**config.mk**
```make
export PLATFORM = sky130hd
export DESIGN_NAME = shift_add_recombiner_flat
export DESIGN_NICKNAME = d
export VERILOG_FILES = /design/src/rtl/shift_add_recombiner_pkg.sv /design/src/rtl/shift_add_recombiner_if.sv /design/src/rtl/shift_add_recombiner_controller.sv /design/src/rtl/shift_add_recombiner_datapath.sv /design/src/rtl/shift_add_recombiner.sv /design/src/flat_wrapper.sv
export SDC_FILE = /design/constraint.sdc
export NUM_CORES = 1
export LEC_CHECK = 0
export BUFFER_PORTS_ARGS = -buffer_cell sky130_fd_sc_hd__buf_2
export CAP_MARGIN = 10
export CORE_UTILIZATION = 55
export CTS_CLUSTER_SIZE = 28
export DETAILED_ROUTE_END_ITERATION = 12
export PLACE_DENSITY = 0.81
export SLEW_MARGIN = 20
export SYNTH_ARGS = -nofsm -noshare
export SYNTH_HDL_FRONTEND = slang
export SYNTH_SLANG_ARGS = --single-unit
```
**constraint.sdc**
```tcl
create_clock -name clk -period 4.7 [get_ports clk]
set_input_delay 0.94 -clock clk [delete_from_list [all_inputs] [get_ports clk]]
set_output_delay 0.94 -clock clk [all_outputs]
set_load 0.1 [all_outputs]
```
**src/rtl/shift_add_recombiner_pkg.sv**
```systemverilog
// Shared encodings and width helpers for the shift-add recombiner.
package recomb_pkg;

   localparam int QW_DEF = 5;
   localparam int DW_DEF = 5;
   localparam int RW_DEF = 6;
   localparam int WW_DEF = 10;

   // Encodings double as the pss debug code.
   typedef enum logic [3:0] {
      S_IDLE = 4'd0,
      S_LOAD = 4'd1,
      S_CALC = 4'd2,
      S_DONE = 4'd3
   } state_t;

   // Accumulator must hold quo*d + rem without wrapping.
   function automatic int acc_width(input int qw, input int dw, input int rw);
      return (((qw + dw) > rw) ? (qw + dw) : rw) + 1;
   endfunction

   // Counter has to reach QW-1.
   function automatic int cnt_width(input int qw);
      return (qw < 2) ? 1 : $clog2(qw + 1);
   endfunction

endpackage

```
**src/rtl/shift_add_recombiner_if.sv**
```systemverilog
// Operand/result bundle with start/done handshake.
interface shift_add_recombiner_if
   import recomb_pkg::*;
#(
   parameter int QW = QW_DEF,
   parameter int DW = DW_DEF,
   parameter int RW = RW_DEF,
   parameter int WW = WW_DEF
);
   logic          start;
   logic [QW-1:0] quo;
   logic [DW-1:0] d;
   logic [RW-1:0] rem;
   logic [WW-1:0] w;
   logic          ov;
   logic          done;
   logic          busy;
   logic [3:0]    pss;

   modport master (output start, quo, d, rem, input w, ov, done, busy, pss);
   modport slave  (input start, quo, d, rem, output w, ov, done, busy, pss);
endinterface

```
**src/rtl/shift_add_recombiner_controller.sv**
```systemverilog
// Sequencing FSM for the recombiner.
//   state | meaning
//   IDLE  | waiting for start
//   LOAD  | capture quo/d/rem into the datapath
//   CALC  | QW shift-add steps
//   DONE  | latch w/ov; done pulses in the following cycle
module recomb_controller
   import recomb_pkg::*;
(
   input  logic       clk,
   input  logic       rst,
   input  logic       i_start,
   input  logic       i_co,
   input  logic       i_q0,
   output logic       o_ld,
   output logic       o_add_en,
   output logic       o_sh,
   output logic       o_cnt_en,
   output logic       o_ldout,
   output logic       o_done,
   output logic       o_busy,
   output logic [3:0] o_pss
);
   state_t r_state;
   logic   r_ld, r_sh, r_cnt_en, r_ldout, r_done, r_busy;

   assign o_ld     = r_ld;
   assign o_sh     = r_sh;
   assign o_cnt_en = r_cnt_en;
   assign o_ldout  = r_ldout;
   assign o_done   = r_done;
   assign o_busy   = r_busy;
   assign o_pss    = r_state;
   // The add decision depends on the live multiplier LSB, so it cannot be registered ahead.
   assign o_add_en = r_sh & i_q0;

   // State transitions with outputs registered for the state being entered.
   always_ff @(posedge clk) begin
      if (rst) begin
         r_state  <= S_IDLE;
         r_ld     <= 1'b0;
         r_sh     <= 1'b0;
         r_cnt_en <= 1'b0;
         r_ldout  <= 1'b0;
         r_done   <= 1'b0;
         r_busy   <= 1'b0;
      end else begin
         r_ld     <= 1'b0;
         r_sh     <= 1'b0;
         r_cnt_en <= 1'b0;
         r_ldout  <= 1'b0;
         r_done   <= 1'b0;
         r_busy   <= 1'b0;
         case (r_state)
            S_IDLE: begin
               if (i_start) begin
                  r_state <= S_LOAD;
                  r_ld    <= 1'b1;
                  r_busy  <= 1'b1;
               end
            end
            S_LOAD: begin
               r_state  <= S_CALC;
               r_sh     <= 1'b1;
               r_cnt_en <= 1'b1;
               r_busy   <= 1'b1;
            end
            S_CALC: begin
               r_busy <= 1'b1;
               if (i_co) begin
                  r_state <= S_DONE;
                  r_ldout <= 1'b1;
               end else begin
                  r_sh     <= 1'b1;
                  r_cnt_en <= 1'b1;
               end
            end
            S_DONE: begin
               r_state <= S_IDLE;
               r_done  <= 1'b1;
            end
            default: r_state <= S_IDLE;
         endcase
      end
   end
endmodule

```
**src/rtl/shift_add_recombiner_datapath.sv**
```systemverilog
// Accumulator, shifting multiplicand/multiplier, step counter and result registers.
module recomb_datapath
   import recomb_pkg::*;
#(
   parameter int QW = QW_DEF,
   parameter int DW = DW_DEF,
   parameter int RW = RW_DEF,
   parameter int WW = WW_DEF
) (
   input  logic          clk,
   input  logic          rst,
   input  logic          i_ld,
   input  logic          i_add_en,
   input  logic          i_sh,
   input  logic          i_cnt_en,
   input  logic          i_ldout,
   input  logic [QW-1:0] i_quo,
   input  logic [DW-1:0] i_d,
   input  logic [RW-1:0] i_rem,
   output logic          o_co,
   output logic          o_q0,
   output logic [WW-1:0] o_w,
   output logic          o_ov
);
   localparam int ACCW = acc_width(QW, DW, RW);
   localparam int MW   = DW + QW;
   localparam int CW   = cnt_width(QW);

   logic [ACCW-1:0] r_acc;
   logic [MW-1:0]   r_mcand;
   logic [QW-1:0]   r_mplier;
   logic [CW-1:0]   r_cnt;
   logic [WW-1:0]   r_w;
   logic            r_ov;

   assign o_co = (r_cnt == CW'(QW - 1));
   assign o_q0 = r_mplier[0];
   assign o_w  = r_w;
   assign o_ov = r_ov;

   // Operand capture, one shift-add step per CALC cycle, result latch in DONE.
   always_ff @(posedge clk) begin
      if (rst) begin
         r_acc    <= '0;
         r_mcand  <= '0;
         r_mplier <= '0;
         r_cnt    <= '0;
         r_w      <= '0;
         r_ov     <= 1'b0;
      end else begin
         if (i_ld) begin
            r_acc    <= ACCW'(i_rem);
            r_mcand  <= MW'(i_d);
            r_mplier <= i_quo;
            r_cnt    <= '0;
         end else begin
            if (i_add_en) r_acc <= r_acc + ACCW'(r_mcand);
            if (i_sh) begin
               r_mcand  <= r_mcand << 1;
               r_mplier <= r_mplier >> 1;
            end
            if (i_cnt_en) r_cnt <= r_cnt + CW'(1);
         end
         if (i_ldout) begin
            r_w  <= WW'(r_acc);
            r_ov <= ((r_acc >> WW) != '0);
         end
      end
   end
endmodule

```
**src/rtl/shift_add_recombiner.sv**
```systemverilog
// Rebuilds w = quo*d + rem by sequential shift-add; controller plus datapath.
module shift_add_recombiner
   import recomb_pkg::*;
#(
   parameter int QW = QW_DEF,
   parameter int DW = DW_DEF,
   parameter int RW = RW_DEF,
   parameter int WW = WW_DEF
) (
   input logic                  clk,
   input logic                  rst,
   shift_add_recombiner_if.slave bus
);
   logic w_ld, w_add_en, w_sh, w_cnt_en, w_ldout, w_co, w_q0;

   recomb_controller u_ctrl (
      .clk      (clk),
      .rst      (rst),
      .i_start  (bus.start),
      .i_co     (w_co),
      .i_q0     (w_q0),
      .o_ld     (w_ld),
      .o_add_en (w_add_en),
      .o_sh     (w_sh),
      .o_cnt_en (w_cnt_en),
      .o_ldout  (w_ldout),
      .o_done   (bus.done),
      .o_busy   (bus.busy),
      .o_pss    (bus.pss)
   );

   recomb_datapath #(.QW(QW), .DW(DW), .RW(RW), .WW(WW)) u_dp (
      .clk      (clk),
      .rst      (rst),
      .i_ld     (w_ld),
      .i_add_en (w_add_en),
      .i_sh     (w_sh),
      .i_cnt_en (w_cnt_en),
      .i_ldout  (w_ldout),
      .i_quo    (bus.quo),
      .i_d      (bus.d),
      .i_rem    (bus.rem),
      .o_co     (w_co),
      .o_q0     (w_q0),
      .o_w      (bus.w),
      .o_ov     (bus.ov)
   );
endmodule

```
**src/flat_wrapper.sv**
```systemverilog
// flat-port wrapper written by rule: the top's interface ports become plain ports
module shift_add_recombiner_flat import recomb_pkg::*;
#(
   parameter int QW = QW_DEF,
   parameter int DW = DW_DEF,
   parameter int RW = RW_DEF,
   parameter int WW = WW_DEF
)
  (clk, rst, bus_start, bus_quo, bus_d, bus_rem, bus_w, bus_ov, bus_done, bus_busy, bus_pss);
  shift_add_recombiner_if #(.QW(QW), .DW(DW), .RW(RW), .WW(WW)) bus_i ();
  input logic clk;
  input logic rst;
  input wire logic [$bits(bus_i.start)-1:0] bus_start;
  input wire logic [$bits(bus_i.quo)-1:0] bus_quo;
  input wire logic [$bits(bus_i.d)-1:0] bus_d;
  input wire logic [$bits(bus_i.rem)-1:0] bus_rem;
  output wire logic [$bits(bus_i.w)-1:0] bus_w;
  output wire logic [$bits(bus_i.ov)-1:0] bus_ov;
  output wire logic [$bits(bus_i.done)-1:0] bus_done;
  output wire logic [$bits(bus_i.busy)-1:0] bus_busy;
  output wire logic [$bits(bus_i.pss)-1:0] bus_pss;
  assign bus_i.start = bus_start;
  assign bus_i.quo = bus_quo;
  assign bus_i.d = bus_d;
  assign bus_i.rem = bus_rem;
  assign bus_w = bus_i.w;
  assign bus_ov = bus_i.ov;
  assign bus_done = bus_i.done;
  assign bus_busy = bus_i.busy;
  assign bus_pss = bus_i.pss;
  shift_add_recombiner #(.QW(QW), .DW(DW), .RW(RW), .WW(WW)) u_core (.clk(clk), .rst(rst), .bus(bus_i));
endmodule
```
======== Yosys cells after proc, flatten, opt, wreduce, memory -nomap -nowiden ========
Cells that the tools add are included.
storage, ports and cells
  register bits after elaboration ......... 49
  input port bits ......................... 19
  logic and storage cells ................. 48
cells by class
  add/subtract/negate cells ............... 2
  equality and inequality tests ........... 6
  multiplexer cells ....................... 15
  bitwise operators ....................... 3
  reduce and logical (&&, ||, !) cells .... 8
operators with widths
  cell                 count
  $mux 5               4
  $mux 6               2
  $pmux 4 s3           1
  $add 11x10->11       1
  $eq 4x2->1 const B   2
  $mux 4               2
  $reduce_or 2->1      4
  $eq 4x1->1 const B   1
  $logic_not 4->1      1
  $mux 1               4
  $ne 2x2->1 const B   2
  $pmux 1 s2           2
  $reduce_bool 2->1    2
  $add 3x1->3 const B  1
  $eq 3x3->1 const B   1
  $not 1->1            2
  $reduce_and 2->1     1
  $and 1x1->1          1

======== Longest topological paths before layout ========
  depth after elaboration ................. 3
  gate-level depth with buffers ........... 7

======== Cells and area by module ========
From an unflattened synthesis, not the netlist that was laid out.
unflattened totals
  cells, all modules ...................... 281
  area, all modules ....................... 2468.6 um^2
modules (own cells, without submodules)
  module             times used  cells an instance  area each (um^2)  seq. area each (um^2)
  recomb_datapath    1           243                2104.5            800.8
  recomb_controller  1           38                 364.1             140.1

======== Worst setup path after synthesis ========
No wires, ideal clock.
  kind .................................... register to register
  start point ............................. register u_core.u_ctrl.r_state[0], in the netlist u_core.u_ctrl.o_pss[0]
  end point ............................... register u_core.u_ctrl.r_state[1], in the netlist u_core.u_ctrl.o_pss[1]
  arrival time ............................ 1955 ps
  required time ........................... 4572 ps
  path slack .............................. 2617 ps
  stages on the path, launching flop included .. 7
  buffers on the path ..................... 0
  period minus slack after synthesis ...... 2083 ps
  path through ............................ dfxtp_1 inv_1 ha_1 nor2b_1 a21oi_1 mux2i_1 nor2_1
between the ends
  longest elaborated chain between the ends .. 3
ends and longest elaborated chain
  what                                           line                                   source
  from (decl)                                    shift_add_recombiner_controller.sv:24  state_t r_state;
  from (signal assigned)                         shift_add_recombiner_controller.sv:40  r_state <= S_IDLE;
  from (signal assigned)                         shift_add_recombiner_controller.sv:57  r_state <= S_LOAD;
  from (signal assigned)                         shift_add_recombiner_controller.sv:63  r_state <= S_CALC;
  $eq 4x2->1 or $logic_not 4->1 (tied branches)  shift_add_recombiner_controller.sv:54  case (r_state)
  $ne 2x2->1 (no line)                           --
  $reduce_and 2->1 (no line)                     --
Several ways; a longest one is shown, not always the timed one.
A chain may end at the register's enable or synchronous reset.

======== Final worst setup path ========
  start point ............................. input port rst
  end point ............................... register u_core.u_dp.r_acc[8]
between the ends
  longest elaborated chain between the ends .. 1
ends and longest elaborated chain
  what                       line                                 source
  from (decl)                flat_wrapper.sv:12                   input logic rst;
  $reduce_or 2->1 (no line)  --
  to (signal assigned)       shift_add_recombiner_datapath.sv:52  r_acc <= ACCW'(i_rem);
  to (signal assigned)       shift_add_recombiner_datapath.sv:57  if (i_add_en) r_acc <= r_acc + ACCW'(r_mcand);
  to (decl)                  shift_add_recombiner_datapath.sv:29  logic [ACCW-1:0] r_acc;
No other way between the ends.

==> run_results.csv <==
group,metric,value,unit
final_layout,drive_gt1_share,14.7,%
logic_synthesis,synth_area,2430,sq um
sta,period_minus_slack,2.25,ns
global_routing,met1_usage,25.9,%
logic_synthesis,synth.distinct_cells,45,
placement,placed_cell_area,2550,sq um
setup_path,reg2reg_from,"u_core.u_ctrl.o_cnt_en",
floorplanning,initial_core_util,59.0,%
power,p_comb_share,28.7,%
sta,fin_ws,2.45,ns
setup_path,worst_setup_path_end_kind,"register",
global_routing,grt_pass1_vias,1784,
power,finalPower,1.07,mW
placement,hpwlAfterDp,3230,um
route,avgViaCountPerCell,5.53,
setup_path,critPathLaunchType,"input pin",
setup_path,critPathArrivalTime,2.45,ns
placement,io_buffer_count,33,
final_layout,final_cell_mix,"55 x nor2_1, 46 x dfxtp_1, 33 x buf_2",
route,drc,0,
final_layout,syn_to_final_growth,9.23,%
job,drv_cap,0,
route,drt_iter0_markers,122,
worst_hold_path,min_from,"u_core.u_dp.o_w[1]",
floorplanning,pin_count,36,
power,intPower,675,uW
route,postRouteAntennaNets,0,
clocking,path_clk_slew,0.08,ns
route,wl_per_cell,13.0,um
final_layout,diodes,0,
sta,holdWs,0.493,ns
worst_hold_path,min_path_type,"register to register",
logic_synthesis,synth-main-ff-cell,"dfxtp_1",
sta,maxSlewHeadroom,30.4,%
power,p_seq_share,46.9,%
sta,fmax,444,MHz
route,drt-total-wl,4570,um
clocking,cts_sinks,47,
setup_path,worstPathMaxFanout,37,
clocking,cts_buffers,5,
logic_synthesis,synthArstFlopShare,0,%
clocking,cts_hold_buf,0,
power,power_switching,399,uW
logic_synthesis,yosysWarnings,0,
placement,place_ws,2.14,ns
clocking,post-cts-setup-buffers,0,
route,vias,1937,
power,pwr-share-clk,24.4,%
clocking,cts-resized-gates,0,
global_routing,grt_usage,22.5,%
sta,finalCritPeriodShare,47.9,%
final_layout,final_common_cell,"nor2_1",
global_routing,overflow,0,
placement,dp.cells,342,
clocking,clk_latency,0.30,ns
floorplanning,die_h,68.4,um
sta,tns,0,ns
floorplanning,chipWidth,68.4,um
setup_path,critical_path_required,4.90,ns
global_routing,grt_pass1_wl,7700,um
logic_synthesis,synthesis.instances,275,
global_routing,grt_start_max_net_pins,38,
outcome,status,"complete, no violations",
global_routing,met3_usage,5.00,%
power,switching_share,37.2,%
power,peakVddDrop,0.000401,V
global_routing,antenna_found_initial,0,
sta,rsz0062_at_grt,"no",
logic_synthesis,synth_edf_count,0,
placement,gp_congestion,0.818,
sta,tightest_slew,1.04,ns
sta,hold_viol,0,
clocking,cts_buffer_depth,2,
final_layout,fin_util,64.4,%
final_layout,fin_nets,336,
clocking,clk_root_buffer_cell,"clkbuf_8",
sta,slew_viol_final,0,
sta,fin_worst_skew,0.00901,ns
setup_path,crit_start,"rst",
final_layout,design_area,2650,sq um
final_layout,stdcell_count,350,
floorplanning,rows,23,
power,powerDensity,405,nW/um^2
floorplanning,die_area,4680,sq um
floorplanning,design.core.area,4120,sq um
logic_synthesis,ys_ff_latch,47,
global_routing,grt-busiest-layer,"met2",
logic_synthesis,syn_avg_cell_area,8.82,sq um
logic_synthesis,synth_seq_area_share,38.8,%
global_routing,met2_usage,39.8,%
clocking,cts_tree,"built",
sta,setup_violations,0,
power,power_leakage,1.12,nW
route,first_pass_iters,4,
clocking,h-tree-depth,2,
setup_path,worst-setup-path-type,"input pin to register",
==> layer usage <==
layer  vias to the layer above  share of wire [%]
met4                         0               0.57
met2                        44                 49
met3                         2                4.9
met5                         -                  0
met1                       899                 46
li1                        992                  -
==> cell type report <==
class,instances,area (sq um)
repair buffers,33,165
fillers,370,1470
inverters,9,33.8
flip-flops and latches,47,942
well taps,50,62.6
multi-input cells,203,1350
clock buffers,8,100
==> flip-flops by register name, indices dropped and copies added (netlist names) <==
signal	count
u_core.u_ctrl.o_ldout	1
u_core.u_dp.r_mplier	5
u_core.u_ctrl.o_pss	2
u_core.u_dp.r_acc	11
u_core.u_dp.r_cnt	3
u_core.u_ctrl.o_ld	1
u_core.u_dp.o_w	10
u_core.u_ctrl.o_done	1
u_core.u_dp.o_ov	1
u_core.u_ctrl.o_busy	1
u_core.u_dp.r_mcand	10
u_core.u_ctrl.o_cnt_en	1
==> power groups by stage <==
stage | clock (mW) | sequential (mW) | combinational, mW
finish | 0.262 | 0.503 | 0.308
global route | 0.290 | 0.513 | 0.342
CTS | 0.270 | 0.502 | 0.310
detailed placement | 0 | 0.512 | 0.308
global placement | 0 | 0.510 | 0.300
floorplan | 0 | 0.562 | 0.213
==> cells in the mapped netlist, drive strengths merged, types with 3 or more instances <==
| cell type | number | share of area [%] |
|---|---|---|
| buf | 10 | 3.4 |
| nand2 | 19 | 3.0 |
| nor2b | 5 | 1.3 |
| a21oi | 25 | 5.2 |
| dfxtp | 47 | 39 |
| a211oi | 5 | 1.5 |
| clkbuf | 7 | 1.1 |
| mux2i | 29 | 12 |
| nor2 | 56 | 9.0 |
| o21ai | 3 | 0.62 |
| ha | 17 | 8.8 |
| inv | 9 | 1.4 |
| o31ai | 5 | 1.5 |
| nor3b | 3 | 0.93 |
==> path summary, 6_finish.rpt <==
check	endpoint	cells past startpoint	slack [ns]
max	u_core.u_dp.r_acc[8]	4	2.45
min	u_core.u_dp.o_w[1]	2	0.49
min reg2reg	u_core.u_dp.o_w[1]	2	0.49
max reg2reg	u_core.u_dp.r_acc[9]	5	2.53
==> cells by family after synthesis <==
group | after synthesis | synth area share (%)
other | 1 | 0.155
AOI/OAI and AO/OA | 51 | 13.7
and+or+nand+nor | 99 | 18.5
muxes | 29 | 12.0
adders and majority gates | 18 | 9.59
buffers and inverters | 26 | 5.88
DFF | 47 | 38.8
xor gates and xnor gates | 4 | 1.44
==> worst max-delay path, stage by stage <==
cell	delay, ns
buf_2	0.52
or2_1	0.44
nor2_1	0.18
a221o_1	0.36
(Power assumes the default switching activity.)
